`config.mk`:
```
export PLATFORM = sky130hd
export DESIGN_NAME = tow_press_pulser_flat
export DESIGN_NICKNAME = d
export VERILOG_FILES = /design/src/rtl/tow_press_pulser_if.sv /design/src/rtl/tow_press_pulser.sv /design/src/flat_wrapper.sv
export SDC_FILE = /design/constraint.sdc
export NUM_CORES = 1
export LEC_CHECK = 0
export ABC_AREA = 0
export CAP_MARGIN = 40
export CORE_MARGIN = 8
export CORE_UTILIZATION = 66
export DETAILED_ROUTE_END_ITERATION = 6
export DONT_BUFFER_PORTS = 1
export GPL_TIMING_DRIVEN = 0
export MAX_ROUTING_LAYER = met4
export PLACE_DENSITY_LB_ADDON = 0.3
export SYNTH_ARGS = -nofsm -noshare
export SYNTH_HDL_FRONTEND = slang
export SYNTH_SLANG_ARGS = --single-unit
```
`constraint.sdc`:
```
create_clock -name Clock -period 2.9 [get_ports Clock]
set_input_delay 0.58 -clock Clock [delete_from_list [all_inputs] [get_ports Clock]]
set_output_delay 0.58 -clock Clock [all_outputs]
set_load 0.01 [all_outputs]
```
`src/rtl/tow_press_pulser_if.sv`:
```
// rtl/tow_press_pulser_if.sv - button/pulse bundle between playfield logic and the press pulser
// Purpose: carries the raw buttons, the game enable and the resulting move pulses/press counts.
// Signals:
//   keyL_raw, keyR_raw  raw asynchronous player buttons
//   enable              game running; 0 suppresses move pulses
//   L, R                one-cycle move pulses
//   pressCountL/R       saturating counts of accepted pulses
// Modports: master drives buttons/enable, slave (the pulser) drives pulses/counts.
interface tow_press_pulser_if #(
   parameter int CNT_W = 8
);
   logic             keyL_raw;
   logic             keyR_raw;
   logic             enable;
   logic             L;
   logic             R;
   logic [CNT_W-1:0] pressCountL;
   logic [CNT_W-1:0] pressCountR;

   modport master (
      output keyL_raw, keyR_raw, enable,
      input  L, R, pressCountL, pressCountR
   );

   modport slave (
      input  keyL_raw, keyR_raw, enable,
      output L, R, pressCountL, pressCountR
   );
endinterface

```
`src/rtl/tow_press_pulser.sv`:
```
// rtl/tow_press_pulser.sv - debounced single-pulse generator for the two tug-of-war buttons
// Purpose: synchronises each raw button, debounces it with a four-state FSM and emits exactly
//          one registered pulse per accepted press, gated by enable; keeps saturating counts.
// Ports:
//   Clock   system clock, rising edge
//   reset   synchronous, active-high
//   bus     tow_press_pulser_if.slave (keyL_raw/keyR_raw/enable in, L/R/pressCountL/R out)
// Parameters: DEBOUNCE_CYCLES (>=4), ACTIVE_LOW (1 = button reads 0 when pressed), CNT_W.
module tow_press_pulser #(
   parameter int DEBOUNCE_CYCLES = 16,
   parameter bit ACTIVE_LOW      = 1'b1,
   parameter int CNT_W           = 8
) (
   input logic             Clock,
   input logic             reset,
   tow_press_pulser_if.slave bus
);
   // cnt never exceeds DEBOUNCE_CYCLES-1, so clog2 of the count itself is enough.
   localparam int            CW           = $clog2(DEBOUNCE_CYCLES);
   localparam logic [CW-1:0] CNT_LAST     = CW'(DEBOUNCE_CYCLES - 1);
   localparam logic          RELEASED_LVL = ACTIVE_LOW;

   typedef enum logic [1:0] {
      RELEASED    = 2'd0,
      PRESS_CHK   = 2'd1,
      HELD        = 2'd2,
      RELEASE_CHK = 2'd3
   } state_t;

   logic [1:0] raw;
   assign raw = {bus.keyR_raw, bus.keyL_raw};

   for (genvar ch = 0; ch < 2; ch++) begin : g_chan
      logic             sync1;
      logic             sync2;
      logic             pressed;
      state_t           state;
      state_t           state_nx;
      logic [CW-1:0]    cnt;
      logic [CW-1:0]    cnt_nx;
      logic             fire;
      logic             pulse_q;
      logic [CNT_W-1:0] count_q;

      always_ff @(posedge Clock) begin
         if (reset) begin
            sync1 <= RELEASED_LVL;
            sync2 <= RELEASED_LVL;
         end else begin
            sync1 <= raw[ch];
            sync2 <= sync1;
         end
      end

      // Normalise polarity: pressed = 1 regardless of board wiring.
      assign pressed = sync2 ^ ACTIVE_LOW;

      // Starting in RELEASE_CHK means a button held through reset settles into HELD
      // without firing, and a released one must prove itself before a press counts.
      always_ff @(posedge Clock) begin
         if (reset) begin
            state <= RELEASE_CHK;
            cnt   <= '0;
         end else begin
            state <= state_nx;
            cnt   <= cnt_nx;
         end
      end

      always_comb begin
         state_nx = state;
         cnt_nx   = cnt;
         unique case (state)
            RELEASED: begin
               if (pressed) begin
                  state_nx = PRESS_CHK;
                  cnt_nx   = CW'(1);
               end
            end
            PRESS_CHK: begin
               if (!pressed) begin
                  state_nx = RELEASED;
                  cnt_nx   = '0;
               end else if (cnt == CNT_LAST) begin
                  state_nx = HELD;
               end else begin
                  cnt_nx = cnt + CW'(1);
               end
            end
            HELD: begin
               if (!pressed) begin
                  state_nx = RELEASE_CHK;
                  cnt_nx   = CW'(1);
               end
            end
            RELEASE_CHK: begin
               if (pressed) begin
                  state_nx = HELD;
                  cnt_nx   = '0;
               end else if (cnt == CNT_LAST) begin
                  state_nx = RELEASED;
               end else begin
                  cnt_nx = cnt + CW'(1);
               end
            end
            default: begin
               state_nx = RELEASE_CHK;
               cnt_nx   = '0;
            end
         endcase
      end

      // Fire only on the PRESS_CHK->HELD edge itself; enable is sampled there, so a
      // later enable cannot resurrect a suppressed pulse.
      always_comb begin
         fire = 1'b0;
         if (state == PRESS_CHK && pressed && cnt == CNT_LAST && bus.enable) begin
            fire = 1'b1;
         end
      end

      always_ff @(posedge Clock) begin
         if (reset) begin
            pulse_q <= 1'b0;
            count_q <= '0;
         end else begin
            pulse_q <= fire;
            if (fire && count_q != {CNT_W{1'b1}}) begin
               count_q <= count_q + CNT_W'(1);
            end
         end
      end
   end

   assign bus.L           = g_chan[0].pulse_q;
   assign bus.R           = g_chan[1].pulse_q;
   assign bus.pressCountL = g_chan[0].count_q;
   assign bus.pressCountR = g_chan[1].count_q;
endmodule

```
`src/flat_wrapper.sv`:
```
// flat-port wrapper written by rule: the top's interface ports become plain ports
module tow_press_pulser_flat 
#(
   parameter int DEBOUNCE_CYCLES = 16,
   parameter bit ACTIVE_LOW      = 1'b1,
   parameter int CNT_W           = 8
)
  (Clock, reset, bus_keyL_raw, bus_keyR_raw, bus_enable, bus_L, bus_R, bus_pressCountL, bus_pressCountR);
  tow_press_pulser_if #(.CNT_W(CNT_W)) bus_i ();
  input logic Clock;
  input logic reset;
  input wire logic [$bits(bus_i.keyL_raw)-1:0] bus_keyL_raw;
  input wire logic [$bits(bus_i.keyR_raw)-1:0] bus_keyR_raw;
  input wire logic [$bits(bus_i.enable)-1:0] bus_enable;
  output wire logic [$bits(bus_i.L)-1:0] bus_L;
  output wire logic [$bits(bus_i.R)-1:0] bus_R;
  output wire logic [$bits(bus_i.pressCountL)-1:0] bus_pressCountL;
  output wire logic [$bits(bus_i.pressCountR)-1:0] bus_pressCountR;
  assign bus_i.keyL_raw = bus_keyL_raw;
  assign bus_i.keyR_raw = bus_keyR_raw;
  assign bus_i.enable = bus_enable;
  assign bus_L = bus_i.L;
  assign bus_R = bus_i.R;
  assign bus_pressCountL = bus_i.pressCountL;
  assign bus_pressCountR = bus_i.pressCountR;
  tow_press_pulser #(.DEBOUNCE_CYCLES(DEBOUNCE_CYCLES), .ACTIVE_LOW(ACTIVE_LOW), .CNT_W(CNT_W)) u_core (.Clock(Clock), .reset(reset), .bus(bus_i));
endmodule
```
==> flow_summary.ini, run 1 <==
[grt]
grt_antenna_before_repair = 0
grt_pass1_vias = 1196
grt_use_total = 0.159
grt_max_degree = 11
grt_pass1_wl_mm = 5.32
grt.overflow.total = 0

[hold_path]
min-delay-path-class = input port to flip-flop
worstHoldPathCells = 1

[layout]
final_core_util = 0.748
nets = 191
antenna_cells = 0
synthToLayoutAreaGrowth_pct = 6.04
drive_gt1_frac = 0.115

[clocking]
clockRootBuffer = clkbuf_4
cts_tree = built
clk_pin_slew_ps = 100
post-cts-setup-buffers = 0
cts_sinks = 34
h-tree-depth = 2
clock_path_buffers = 2
hold_buffers = 0
clk_latency_ps = 320
cts_buffers = 5
cts.repair.resized = 0

[power]
pwr_density_cell_nw_per_um2 = 476
power_leakage_nw = 0.615
ir_worst_vdd_v = 0.000420
finalPower_mw = 0.795

[worst_setup_path]
startpoint_type = flip-flop
cp.required_ps = 3160
cp.arrival_ps = 2370
reg2regPathDepth = 5
critical_path.endpoint_type = flip-flop
cp_max_fo = 8
path_class = flip-flop to flip-flop

[routing]
drt_drc_violations_left = 0
finalWirelength_mm = 3.10
vias_per_cell = 6.31
wl_per_cell_um = 14.7
via_count = 1331
firstDrtPassIters = 4
ant_nets = 0
drtIter0Drc = 91

[job]
maxCapViolations = 0

[sta]
grt_setup_unrepaired = false
setup_tns_ps = 0
period_share = 0.729
slew_headroom = 0.687
drv_slew = 0
fin_skew_ps = 5.55
tightest_slew_ps = 470
period_needed_ps = 2110
setup_viol = 0
fmax_mhz = 473
hold_viol_final = 0

[yosys]
synth_area_leaders = dfxtp_1, nor2_1, a21oi_1
synthMuxAreaShare = 0.0262
yosysSeqAreaShare = 0.432
yosysTopAreaCell = dfxtp_1
yosys_warnings = 0
synthFlopType = dfxtp_1
netlist_area_um2 = 1580
synthCells = 175
ys_async_sr_fraction = 0
synth_xor_area_frac = 0.0389
ys_types = 47
synth_nets = 184
synth_compound_area_frac = 0.176
synth_top_area_share = 0.432
synth-seq-cells = 34
synth_top_family_by_area = simple AND/OR/NAND/NOR gates
yosys.area_share.adder = 0.0318
synth-simple-area-share = 0.265
synth_edf_count = 0
synth.avg_cell_area_um2 = 9.00

[floorplan]
num_rows = 17
initial_utilization = 0.705
core_area_um2 = 2230
fp.dieH_um = 64.9
fp.dieArea_um2 = 4210
io_pins = 23
dieWidth_um = 64.9

[place]
dp.final_hpwl_mm = 2.36
port-buffer-count = 0
gp_congestion = 0.826

[run_status]
status = completed
Yosys cell counts, types with 3 or more instances:
master	n
a21oi_1	12
a31oi_1	4
and3_1	3
clkbuf_1	3
dfxtp_1	34
ha_1	4
mux2i_1	3
nand2_1	12
nand3_1	9
nand4_1	5
nor2_1	20
nor3_1	3
o21ai_0	7
o31ai_1	3
or2_2	5
or3_1	3
or4_1	3
xor2_1	5
metrics by stage:
step	hold WS (ps)	worst slack, ps	cells	cell area (um2)
floorplan	389	914	175	1580
CTS	352	782	211	1670
finish	362	786	211	1670
global route	340	616	211	1670
detailed placement	397	800	203	1610
global placement	392	884	203	1610
cells by family after synthesis:
group	count (synthesis)
AO/OA/AOI/OAI	41
adder cells (fa/ha/maj)	4
flip-flops	34
multiplexers	4
AND/OR/NAND/NOR	77
buffers and inverters	8
XOR/XNOR	7
path summary, 6_finish.rpt:
path / start / end / slack (ps)
setup reg to reg: u_core.g_chan[0].cnt[0]$_SDFFE_PP0P_ / u_core.bus.pressCountL[7]$_SDFFE_PP0P_ / 790
setup / recovery: u_core.g_chan[0].cnt[0]$_SDFFE_PP0P_ / u_core.bus.pressCountL[7]$_SDFFE_PP0P_ / 790
hold / removal: bus_keyL_raw / u_core.g_chan[0].sync1$_SDFF_PP1_ / 360
hold reg to reg: u_core.g_chan[0].sync1$_SDFF_PP1_ / u_core.g_chan[0].sync2$_SDFF_PP1_ / 420
placed cells by master, fill, tap and decap left out, drive strengths merged, types with 3 or more instances in the layout:
master / count
o31ai: 3
or2: 5
dfxtp: 34
mux2i: 3
clkbuf: 11
ha: 4
nor3: 3
a31oi: 4
and3: 3
o21ai: 7
or3: 5
a21oi: 12
nand3: 9
nand4: 6
nand2: 12
or4: 3
xor2: 5
nor2: 20
critical path, cell delays in order (launching register included):
cell and delay [ps]:
dfxtp_1 420, ha_1 290, nand4_2 240, or3_4 440, or4_1 500, a21oi_1 150
metal layers:
metal  track usage  vias to the layer above  wire length [um]
li1              -                      668                 -
met1         0.183                      620              1320
met2         0.241                       37              1530
met3        0.0619                        6               203
met4        0.0654                        0                38
met5             -                        -                 0
where the power goes:
part           total (mW)  internal [mW]  switching [mW]
clock               0.263          0.117           0.146
combinational      0.0445         0.0203          0.0242
sequential          0.487          0.477          0.0104
state kept, by name (all words and copies together) (netlist names), named ones only:
register                cells
u_core.g_chan.sync2         2
u_core.g_chan.state         2
u_core.g_chan.sync1         2
u_core.bus.L                1
u_core.g_chan.cnt           8
u_core.bus.pressCountR      8
u_core.bus.R                1
u_core.bus.pressCountL      8
cell type report:
type                       instances  area [um2]
sequential                        34         681
tap                               28        35.0
multi-input combinational        133         847
clock buffer                       7        55.1
fill                             177         563
inverter                           2        7.51
buffer                             6        40.0
clock inverter                     1        5.00
Note: power is estimated with default switching activity, not from simulation.
==> run 2: changes to the inputs <==
--- a/config.mk
+++ b/config.mk
@@ -8,7 +8,7 @@
 export ABC_AREA = 0
 export CAP_MARGIN = 40
 export CORE_MARGIN = 8
-export CORE_UTILIZATION = 66
+export CORE_UTILIZATION = 61
 export DETAILED_ROUTE_END_ITERATION = 6
 export DONT_BUFFER_PORTS = 1
 export GPL_TIMING_DRIVEN = 0
==> constraint.sdc (replaced) <==
create_clock -name Clock -period 2.1 [get_ports Clock]
set_input_delay 0.42 -clock Clock [delete_from_list [all_inputs] [get_ports Clock]]
set_output_delay 0.42 -clock Clock [all_outputs]
set_load 0.01 [all_outputs]
==> run 2 against run 1 <==
Against the previous run: die area increased by 6.1%; fmax increased by 8.3%; worst setup slack got worse by 640 ps; sequential power increased by 39%; sequential share of layout area decreased by 1.4 points; cell area increased by 3.5%; count of clock-buffer cells in the layout increased by 1; wire length increased by 8.0%; clock skew decreased by 0.95 ps; non-clock buffer count unchanged; hold slack got worse by 190 ps; first-iteration DRC count increased by 32%; critical endpoint unchanged; largest cell class unchanged.
==> flow_summary.ini, run 2 (synthesis gave the netlist of run 1 again) <==
[place]
dp.final_hpwl_mm = 2.42
port-buffer-count = 0
dpl_cell_area_um2 = 1610
gp_congestion = 0.833

[layout]
antenna_cells = 0
nets = 191
fill_cells = 200
final_common_cell = dfxtp_1
drive_gt1_frac = 0.137
synthToLayoutAreaGrowth_pct = 9.77
design_area_um2 = 1730
final_cell_mix = dfxtp_1, nor2_1, a21oi_1, nand2_1, nand3_1
multi_input_area_um2 = 885
final_core_util = 0.704
regArea_um2 = 681

[sta]
hold_viol_final = 0
fmax_mhz = 512
period_needed_ps = 1950
drv_slew = 0
period_share = 0.930
grt_setup_unrepaired = false
slew_headroom = 0.678
setup_viol = 0
setup_tns_ps = 0
fin_skew_ps = 4.60
tightest_slew_ps = 483

[clocking]
cts_tree = built
cts_sinks = 34
clk_pin_slew_ps = 100
clock_path_buffers = 2
cts.repair.resized = 0
clockRootBuffer = clkbuf_4
post-cts-setup-buffers = 0
clk_latency_ps = 340
hold_buffers = 0
h-tree-depth = 2
cts_buffers = 5

[routing]
drtIter0Drc = 120
wl_per_cell_um = 15.7
firstDrtPassIters = 4
ant_nets = 0
drt_drc_violations_left = 0
finalWirelength_mm = 3.34
vias_per_cell = 6.40
via_count = 1363

[floorplan]
core_area_um2 = 2450
fp.dieArea_um2 = 4460
dieWidth_um = 66.8
initial_utilization = 0.642
num_rows = 18
io_pins = 23
fp.dieH_um = 66.8

[power]
finalPower_mw = 1.19
ir_worst_vdd_v = 0.000542
p_clk_frac = 0.375
combPwrFrac = 0.056
sw_frac_of_total = 0.227
intPower_mw = 0.919
power_leakage_nw = 0.594
pwr_density_cell_nw_per_um2 = 687
power_switching_mw = 0.269
seqPwrFrac = 0.569

[worst_setup_path]
reg2regPathDepth = 5
cp.required_ps = 2380
endpoint = u_core.bus.pressCountL[7]$_SDFFE_PP0P_
reg2reg_from = u_core.g_chan[0].cnt[0]$_SDFFE_PP0P_
critical_path.endpoint_type = flip-flop
critPathLaunch = u_core.g_chan[0].cnt[0]$_SDFFE_PP0P_
cp.arrival_ps = 2230
cp_max_fo = 8
rrSetupSlack_ps = 150
startpoint_type = flip-flop
path_class = flip-flop to flip-flop
reg2reg_to = u_core.bus.pressCountL[7]$_SDFFE_PP0P_

[hold_path]
min-delay-path-class = input port to flip-flop

[grt]
grt.overflow.total = 0
grt_max_degree = 11
grt_use_total = 0.169
grt_antenna_before_repair = 0
grt_pass1_vias = 1278
grt_pass1_wl_mm = 5.62

[run_status]
status = completed

[job]
maxCapViolations = 0
run 2: cell types whose count changed in the layout (fill, tap and decap cells not counted), sizes merged:
| cell | change |
|---|---|
| clkbuf | +1 |
| clkinv | -1 |
run 2: critical path: stages, from the launching register on:
cell	delay, ps
dfxtp_1	460
ha_4	220
nand4_4	160
or3_4	420
or4_1	500
a21oi_1	140
run 2: stage by stage:
stage               hold slack (ps)  cells  setup slack (ps)
floorplan                       389    175               208
global placement                392    205               103
detailed placement              403    205              57.8
CTS                             164    213              25.4
global route                    154    213              16.4
finish                          175    213               148
run 2: routing by layer:
metal	share of wire	routed length, um	track usage
met5	0	0	-
met2	0.49	1640	0.272
met3	0.063	212	0.0638
met4	0.021	70	0.109
met1	0.43	1420	0.167
run 2: final cells by class:
cell class | count | share of cell area
buffer | 6 | 0.0232
clock buffer | 8 | 0.0456
inverter | 2 | 0.00434
multi-input combinational | 133 | 0.512
sequential | 34 | 0.394
tap | 30 | 0.0217
run 2: power groups by stage:
stage / clock, mW / combinational [mW] / sequential [mW]
floorplan: 0 / 0.0505 / 0.684
global placement: 0 / 0.0575 / 0.686
detailed placement: 0 / 0.0616 / 0.688
CTS: 0.456 / 0.0619 / 0.673
global route: 0.485 / 0.0747 / 0.678
finish: 0.446 / 0.0663 / 0.676
run 2: worst min-delay path by stage:
stage	start	endpoint	slack, ps	depth (start not counted)
global route	bus_keyR_raw	u_core.g_chan[1].sync1$_SDFF_PP1_	150	1
global placement	u_core.g_chan[0].sync1$_SDFF_PP1_	u_core.g_chan[0].sync2$_SDFF_PP1_	390	1
CTS	bus_keyL_raw	u_core.g_chan[0].sync1$_SDFF_PP1_	160	1
finish	bus_keyL_raw	u_core.g_chan[0].sync1$_SDFF_PP1_	180	1
detailed placement	u_core.g_chan[1].sync1$_SDFF_PP1_	u_core.g_chan[1].sync2$_SDFF_PP1_	400	1
floorplan	u_core.g_chan[0].sync1$_SDFF_PP1_	u_core.g_chan[0].sync2$_SDFF_PP1_	390	1
==> run 3: changes to the inputs <==
--- a/config.mk
+++ b/config.mk
@@ -14,6 +14,7 @@
 export GPL_TIMING_DRIVEN = 0
 export MAX_ROUTING_LAYER = met4
 export PLACE_DENSITY_LB_ADDON = 0.3
+export SKIP_CTS_REPAIR_TIMING = 1
 export SYNTH_ARGS = -nofsm -noshare
 export SYNTH_HDL_FRONTEND = slang
 export SYNTH_SLANG_ARGS = --single-unit
==> results of run 3 <==
The final DEF is identical to that of run 2; final timing and power are the same.
